<file path="src/rtl/mips_alu_top.sv">
//------------------------------------------------------------------------------
// mips_alu_top
//
// 32-bit MIPS-style EX-stage ALU with integrated ALU-control decode.
// The 2-bit ALUOp class from the main controller selects add (lw/sw),
// subtract (beq), an R-type funct decode, or a reserved code that yields zero.
// The result is registered. Inputs sampled on one rising edge are visible on
// the outputs from that edge on, giving one op per cycle with one cycle of
// latency.
//
// Optional feature macro: MIPS_ALU_MULT_EN
//   defined   : funct 011000 (mult) / 011001 (multu) produce a 64-bit product
//               split across High/Low.
//   undefined : no multiplier is built, those funct codes fall into the
//               unsupported bucket, and High is held at zero.
//
// Ports:
//   clk           in   1   rising-edge clock
//   rst           in   1   synchronous active-high reset (priority over ops)
//   A             in   32  operand A (rs)
//   B             in   32  operand B (rt or sign-extended immediate)
//   ALUOp         in   2   controller opcode class
//   InstructionOp in   6   funct field, only decoded when ALUOp == 2'b10
//   High          out  32  product[63:32] for mult/multu, otherwise 0
//   Low           out  32  ALU result, or product[31:0] for mult/multu
//   ZeroFlag      out  1   1 when the registered {High, Low} is all zero
//------------------------------------------------------------------------------
module mips_alu_top #(
  parameter int WIDTH = 32  // fixed at 32; kept for documentation
) (
  input  logic             clk,
  input  logic             rst,
  input  logic [WIDTH-1:0] A,
  input  logic [WIDTH-1:0] B,
  input  logic [1:0]       ALUOp,
  input  logic [5:0]       InstructionOp,
  output logic [WIDTH-1:0] High,
  output logic [WIDTH-1:0] Low,
  output logic             ZeroFlag
);

  // ALUOp classes
  localparam logic [1:0] ALUOP_ADD   = 2'b00;
  localparam logic [1:0] ALUOP_SUB   = 2'b01;
  localparam logic [1:0] ALUOP_RTYPE = 2'b10;

  // R-type funct codes
  localparam logic [5:0] FUNCT_AND   = 6'b100100;
  localparam logic [5:0] FUNCT_OR    = 6'b100101;
  localparam logic [5:0] FUNCT_ADD   = 6'b100000;
  localparam logic [5:0] FUNCT_ADDU  = 6'b100001;
  localparam logic [5:0] FUNCT_SUB   = 6'b100010;
  localparam logic [5:0] FUNCT_SUBU  = 6'b100011;
  localparam logic [5:0] FUNCT_SLT   = 6'b101010;
`ifdef MIPS_ALU_MULT_EN
  localparam logic [5:0] FUNCT_MULT  = 6'b011000;
  localparam logic [5:0] FUNCT_MULTU = 6'b011001;
`endif

  // Signed less-than; both operands are reinterpreted as two's complement.
  function automatic logic [WIDTH-1:0] slt_f(input logic [WIDTH-1:0] a,
                                             input logic [WIDTH-1:0] b);
    if ($signed(a) < $signed(b)) begin
      slt_f = {{(WIDTH-1){1'b0}}, 1'b1};
    end else begin
      slt_f = {WIDTH{1'b0}};
    end
  endfunction

  logic [WIDTH-1:0] sum_s;
  logic [WIDTH-1:0] diff_s;
  logic [WIDTH-1:0] high_d, high_q;
  logic [WIDTH-1:0] low_d,  low_q;
  logic             zero_d, zero_q;

  // add/addu and sub/subu share one adder each: no overflow trap, so the
  // signed and unsigned variants are bit-identical modulo 2^32.
  assign sum_s  = A + B;
  assign diff_s = A - B;

`ifdef MIPS_ALU_MULT_EN
  logic [2*WIDTH-1:0] prod_signed_s;
  logic [2*WIDTH-1:0] prod_unsigned_s;

  // Sign/zero-extend to 64 bits first so a plain 64x64 multiply keeps the
  // correct low 64 bits for both signed and unsigned products.
  assign prod_signed_s   = {{WIDTH{A[WIDTH-1]}}, A} * {{WIDTH{B[WIDTH-1]}}, B};
  assign prod_unsigned_s = {{WIDTH{1'b0}}, A} * {{WIDTH{1'b0}}, B};
`endif

  // ALU-control decode and result selection for the next register value.
  always_comb begin
    high_d = {WIDTH{1'b0}};
    low_d  = {WIDTH{1'b0}};
    case (ALUOp)
      ALUOP_ADD: low_d = sum_s;
      ALUOP_SUB: low_d = diff_s;
      ALUOP_RTYPE: begin
        case (InstructionOp)
          FUNCT_AND:  low_d = A & B;
          FUNCT_OR:   low_d = A | B;
          FUNCT_ADD:  low_d = sum_s;
          FUNCT_ADDU: low_d = sum_s;
          FUNCT_SUB:  low_d = diff_s;
          FUNCT_SUBU: low_d = diff_s;
          FUNCT_SLT:  low_d = slt_f(A, B);
`ifdef MIPS_ALU_MULT_EN
          FUNCT_MULT: begin
            high_d = prod_signed_s[2*WIDTH-1:WIDTH];
            low_d  = prod_signed_s[WIDTH-1:0];
          end
          FUNCT_MULTU: begin
            high_d = prod_unsigned_s[2*WIDTH-1:WIDTH];
            low_d  = prod_unsigned_s[WIDTH-1:0];
          end
`endif
          default: begin
            high_d = {WIDTH{1'b0}};
            low_d  = {WIDTH{1'b0}};
          end
        endcase
      end
      default: begin  // 2'b11 reserved
        high_d = {WIDTH{1'b0}};
        low_d  = {WIDTH{1'b0}};
      end
    endcase
    // High is zero for every non-multiply op, so one test covers both cases.
    zero_d = (high_d == {WIDTH{1'b0}}) && (low_d == {WIDTH{1'b0}});
  end

  // Output registers; reset forces an all-zero result with ZeroFlag set.
  always_ff @(posedge clk) begin
    if (rst) begin
      high_q <= {WIDTH{1'b0}};
      low_q  <= {WIDTH{1'b0}};
      zero_q <= 1'b1;
    end else begin
      high_q <= high_d;
      low_q  <= low_d;
      zero_q <= zero_d;
    end
  end

  assign High     = high_q;
  assign Low      = low_q;
  assign ZeroFlag = zero_q;

endmodule

</file>
<file path="config.mk">
export PLATFORM = sky130hd
export DESIGN_NAME = mips_alu_top
export DESIGN_NICKNAME = d
export VERILOG_FILES = /design/src/rtl/mips_alu_top.sv
export SDC_FILE = /design/constraint.sdc
export NUM_CORES = 1
export LEC_CHECK = 0
export BUFFER_PORTS_ARGS = -buffer_cell sky130_fd_sc_hd__buf_2
export CAP_MARGIN = 20
export CORE_ASPECT_RATIO = 0.7
export CORE_UTILIZATION = 55
export CTS_CLUSTER_DIAMETER = 200
export CTS_CLUSTER_SIZE = 28
export DETAILED_ROUTE_END_ITERATION = 12
export PLACE_DENSITY = 0.8
export RECOVER_POWER = 100
export SETUP_SLACK_MARGIN = 0.4
export SYNTH_ARGS = -nofsm -noshare
export SYNTH_HDL_FRONTEND = slang
export SYNTH_SLANG_ARGS = --single-unit
export TNS_END_PERCENT = 1
</file>
<file path="constraint.sdc">
create_clock -name clk -period 11.68 [get_ports clk]
set_input_delay 2.336 -clock clk [delete_from_list [all_inputs] [get_ports clk]]
set_output_delay 2.336 -clock clk [all_outputs]
set_load 0.05 [all_outputs]
</file>
; ---- After elaboration in Yosys (flattened, before gate mapping)
; Index checks and enable logic that the tools add are counted.
[word_totals]
ff_bits = 33
latchBits = 0
mem_bits_rw = 0
romBits = 0
input_bits = 74
n_memories = 0
[classes]
add_sub_neg = 2
mul = 0
div_mod_pow = 0
n_lt_le_gt_ge = 1
eq_ne = 9
shifts = 0
mux = 3
bitwise_logic = 2
reduce_logical = 4
[ops]
columns = operator, n
row1 = one-hot mux 32 bit (5 select lines), 1
row2 = one-hot mux 32 bit (3 select lines), 1
row3 = "== test 6 bit, second input constant", 7
row4 = adder 32 bit, 1
row5 = bitwise AND 32 bit, 1
row6 = logical NOT 32 bit, 1
row7 = < comparator 32 bit, 1
row8 = OR 32 bit, 1
row9 = subtractor 32 bit, 1
row10 = OR reduction 2 bit, 2
row11 = "== test 2 x 1 -> 1 bit, second input constant", 1
row12 = "== test 2 bit, second input constant", 1
row13 = logical NOT 2 bit, 1
row14 = two-way mux 1 bit, 1

; ---- Depth between registers and ports, before layout
[logic_depth]
word_depth = 5
depth_mapped = 15
mapped_depth_nobuf = 15

; ---- Least setup slack after synthesis
; OpenSTA, ideal clock, no wires.
[synth_path]
kind = input to register
from = input port A[0]
to = register zero_q (netlist: ZeroFlag)
setup_time_ns = 0.060
t_arrival_ns = 5.288
setup_slack_ns = 6.332
stages = 14
n_path_buf = 0
path_cell_list = ha_1 -> inv_1 -> fa_1 -> nand2b_1 -> a211o_1 -> a31o_2 -> a21boi_1 -> nor2b_1 -> o211ai_1 -> nor2_1 -> a2111oi_0 -> mux2i_1 -> a2111oi_2 -> a41o_1
[synth_between]
elab_chain_len = 5
word_cells_on_any_way = 9
classes_between = 2 x add/sub / 1 x order compare / 3 x mux / 2 x bitwise / 1 x reduce/logical
[synth_rtl]
columns = item, line_no
row1 = start: declaration, 33  ; input logic [WIDTH-1:0] A,
row2 = < comparator 32 bit, 63  ; if ($signed(a) < $signed(b)) begin
row3 = two-way mux 1 bit, 63
row4 = one-hot mux 32 bit (5 select lines), 99  ; case (InstructionOp)
row5 = one-hot mux 32 bit (3 select lines) (*), 95  ; case (ALUOp)
row6 = logical NOT 32 bit (*), 129  ; zero_d = (high_d == {WIDTH{1'b0}}) && (low_d == {WIDTH{1'b0}});
row7 = end signal: assignment, 141  ; zero_q <= zero_d;
row8 = end: declaration, 74  ; logic zero_d, zero_q;
; Every way passes the cells marked *; elsewhere a longest branch is shown, timed or not.
; A chain may end at the register's enable or synchronous reset.

; ---- Final worst setup path
[layout_path]
from = input port B[1]
to = register zero_q (netlist: ZeroFlag)
[layout_between]
elab_chain_len = 5
word_cells_on_any_way = 9
classes_between = 2 x add/sub / 1 x order compare / 3 x mux / 2 x bitwise / 1 x reduce/logical
[layout_rtl]
columns = item, line_no
row1 = start: declaration, 34  ; input logic [WIDTH-1:0] B,
row2 = < comparator 32 bit, 63
row3 = two-way mux 1 bit, 63
row4 = one-hot mux 32 bit (5 select lines), 99
row5 = one-hot mux 32 bit (3 select lines) (*), 95
row6 = logical NOT 32 bit (*), 129
; Marks and branches as above.

==> Implementation_results.wiki <==
{| class="wikitable"
! Metric !! Value
|-
| Critical path launch point type || input pin
|-
| Number of DRC markers in iteration 0 || 980
|-
| Final period utilization || 55.5%
|-
| Worst endpoint data arrival time || 6.71 ns
|-
| Cell Pwr Density || 95.6 nW/µm²
|-
| Number of filler cells placed in the layout || 1100
|-
| Max H-tree Level || 2
|-
| Layout overhead on the synthesized area || 8.17%
|-
| GRT overflow || 0
|-
| Number of placed cells counting well taps || 1161
|-
| Hold Fails Final Rpt || 0
|-
| Combinational family with the most area after synthesis || compound AO/OA/AOI/OAI gates
|-
| Number of sinks on the clock net || 33
|-
| Cell type contributing the most total cell area after synthesis || ha_1
|-
| Ports || 139
|-
| Number of synthesis warnings || 0
|-
| Post-layout min period || 6.48 ns
|-
| Adder and majority cell fraction of the synthesized area || 19.2%
|-
| Switching fraction of total power || 46.8%
|-
| Reported net switching power || 317 µW
|-
| GRT Total Usage || 34.6%
|-
| Die span in x || 132 µm
|-
| PnR Total Power || 676 µW
|-
| Number of synthesized register bits || 33
|-
| Fin area || 7070 µm²
|-
| Total of max-cap violations || 0
|-
| Count of endpoints failing setup in the final report || 0
|-
| Yosys top cell area share || 18.6%
|-
| Final Core Density || 62.6%
|-
| TNS Setup || 0 ns
|-
| Pleak || 0.00335 µW
|-
| Max Freq || 0.154 GHz
|-
| Post-synthesis share of cell area spent on and, or, nand and nor gates || 21.2%
|-
| Worst slew pin tran || 1.37 ns
|-
| Worst IR drop on VDD || 0.0707 mV
|-
| Resized Gates After CTS || 0
|-
| Path type of the worst min-delay path || in2reg
|-
| Number of cells in the finished layout apart from fillers || 1169
|-
| Clock Root Buffer || clkbuf_16
|-
| Most common cell in the synthesized netlist || nor2_1
|-
| Hold Path Origin || ALUOp[0]
|-
| Clock tree from TritonCTS || done
|-
| Outcome || finished, final reports clean
|-
| Synth unique cells || 82
|-
| Final wirelength || 21600 µm
|-
| Crit end category || register
|-
| Endpoint required time on the critical path || 11.91 ns
|-
| Post-DR vias/cell || 6.28
|-
| Hold path depth || 2
|-
| Post-synthesis instance area || 6540 µm²
|-
| Total clock buffers created by CTS || 5
|-
| Effective utilization at floorplan || 57.9%
|-
| Top_reg_cell synth || dfxtp_1
|-
| EDFF count, synth || 0
|-
| Clock tree buffer depth || 2
|-
| Post-synthesis async set-or-reset flop share || 0%
|-
| Post-CTS setup buffer count || 0
|-
| Sequential power share || 18.7%
|-
| Total number of vias || 7341
|-
| Length of the first detailed-routing pass in iterations || 8
|-
| Post-synth top cells || nor2_1, a21oi_1, inv_1
|-
| Placed Area || 6970 µm²
|-
| Die outline height || 93.2 µm
|-
| Internal power || 359 µW
|-
| Proportion of power drawn by combinational gates || 54.6%
|-
| Max-slew headroom || 8.36%
|-
| Fraction of the mapped netlist area in compound gates || 32.7%
|-
| Core area || 11300 µm²
|-
| Final weighted congestion of routability-driven global placement || 1.01
|-
| Detailed placer's ending HPWL || 16800 µm
|-
| Largest cells by area after synthesis || ha_1, dfxtp_1, a21oi_1
|-
| Die Outline Area || 12300 µm²
|-
| Number of antenna violations at the first check in global routing || 0
|-
| Max-slew violations || 0
|-
| Clk slew on worst S/H paths || 0.06 ns
|-
| Portion of total power attributed to the clock network || 26.6%
|-
| WS Path Type || in2reg
|-
| Cts hold-fix bufs || 0
|-
| Wire length per cell after detailed routing || 18.5 µm
|-
| Final net count || 1188
|-
| Remaining antenna violation count || 0
|-
| Unrepaired setup endpoints after global routing || false
|-
| Synthesized-area fraction occupied by xor and xnor cells || 2.28%
|-
| Proportion of synthesized area in mux cells || 1.84%
|-
| Mean instance size in the synthesized netlist || 6.90 µm²
|-
| Synthesized instance count || 947
|-
| First-pass GRT wire length || 34100 µm
|-
| Pin count of the biggest net entering global routing || 34
|-
| Endpoint, Worst Hold || Low[6]
|-
| Vias in the first global route || 6605
|-
| Port bufs || 106
|-
| Sequential area share after synthesis || 10.1%
|-
| Number of DRC violations after detailed routing || 0
|-
| Count of antenna diodes in the layout || 0
|-
| Maximum fanout encountered on the critical timing path || 5
|-
| Share of final-layout standard cells stronger than drive strength 1 || 9.74%
|-
| Site row count || 32
|}
## power by group through the flow
stage / registers [µW] / logic (µW) / clock network, µW
after global routing: 128 / 394 / 186
after detailed placement: 129 / 360 / 0
after CTS: 126 / 363 / 180
after global placement: 128 / 358 / 0
final: 127 / 369 / 180
after floorplan: 167 / 242 / 0
## through the flow
stage / hold slack, ns / setup WS [ns]
2_1_floorplan: 2.41 / 6.33
3_3_place_gp: 2.78 / 5.66
3_5_place_dp: 2.78 / 5.60
4_1_cts: 2.49 / 5.89
5_1_grt: 2.53 / 5.07
6_report: 2.51 / 5.20
## state kept, by name (all words and copies together) (netlist names)
signal and count:
Low 32, ZeroFlag 1
## final cells by class
type	count	area [µm²]	share of cell area, %
timing repair buffer	112	523	7.40
inverter	101	379	5.36
clock inverter	3	65.1	0.920
multi-input combinational	762	5130	72.5
sequential	33	661	9.34
clock buffer	5	125	1.77
tap	153	191	2.71
## layer usage
layer,vias up,routed length [µm],global-route usage (%)
li1,3430,-,-
met1,3300,9770,50.7
met4,0,438,8.52
met3,51,3140,7.48
met5,-,0,0
met2,560,8230,50.5
## worst max-delay path: stages
cell and delay (ns):
buf_2 0.11, inv_1 0.15, ha_1 0.28, o21ba_1 0.21, or4_4 0.43, a211oi_1 0.36, a21oi_1 0.26, o41ai_1 0.97
a31oi_1 0.41, a21o_1 0.29, a211oi_1 0.23, a21oi_1 0.16, nor4_1 0.31, a41o_1 0.20
## cell families after synthesis
group	Yosys count
adder cells (fa/ha/maj)	99
AO/OA/AOI/OAI	308
AND/OR/NAND/NOR	294
multiplexers	12
buffers and inverters	183
flip-flops	33
XOR/XNOR	17
other	1
## how the worst max path moves through the flow
stage / from / to / cells past startpoint
final: B[1] / ZeroFlag / 14
after global routing: B[1] / ZeroFlag / 14
after CTS: B[0] / ZeroFlag / 15
after detailed placement: B[0] / ZeroFlag / 15
after global placement: B[0] / ZeroFlag / 15
after floorplan: A[0] / ZeroFlag / 14
## placed cells by master (no fill, tap or decap), drive strengths merged, types with 7 or more instances in the layout
cell    netlist  layout
xnor2        15      15
inv         100     100
nor2b        17      17
ha           97      97
a211o        10      10
nand3        13      13
a211oi       18      18
a31oi        12      12
mux2i        12      12
or3           7       7
dfxtp        33      33
nor2        119     119
nand2b        8       8
o31ai        11      11
buf          45      74
a21o         15      15
a21oi       104     104
nor4         10      10
o21ai        33      33
nor3         26      26
a221oi       10      10
nand2        62      62
conb          1      32
o21a          9       9
clkbuf       37      43
(Power assumes the default switching activity.)
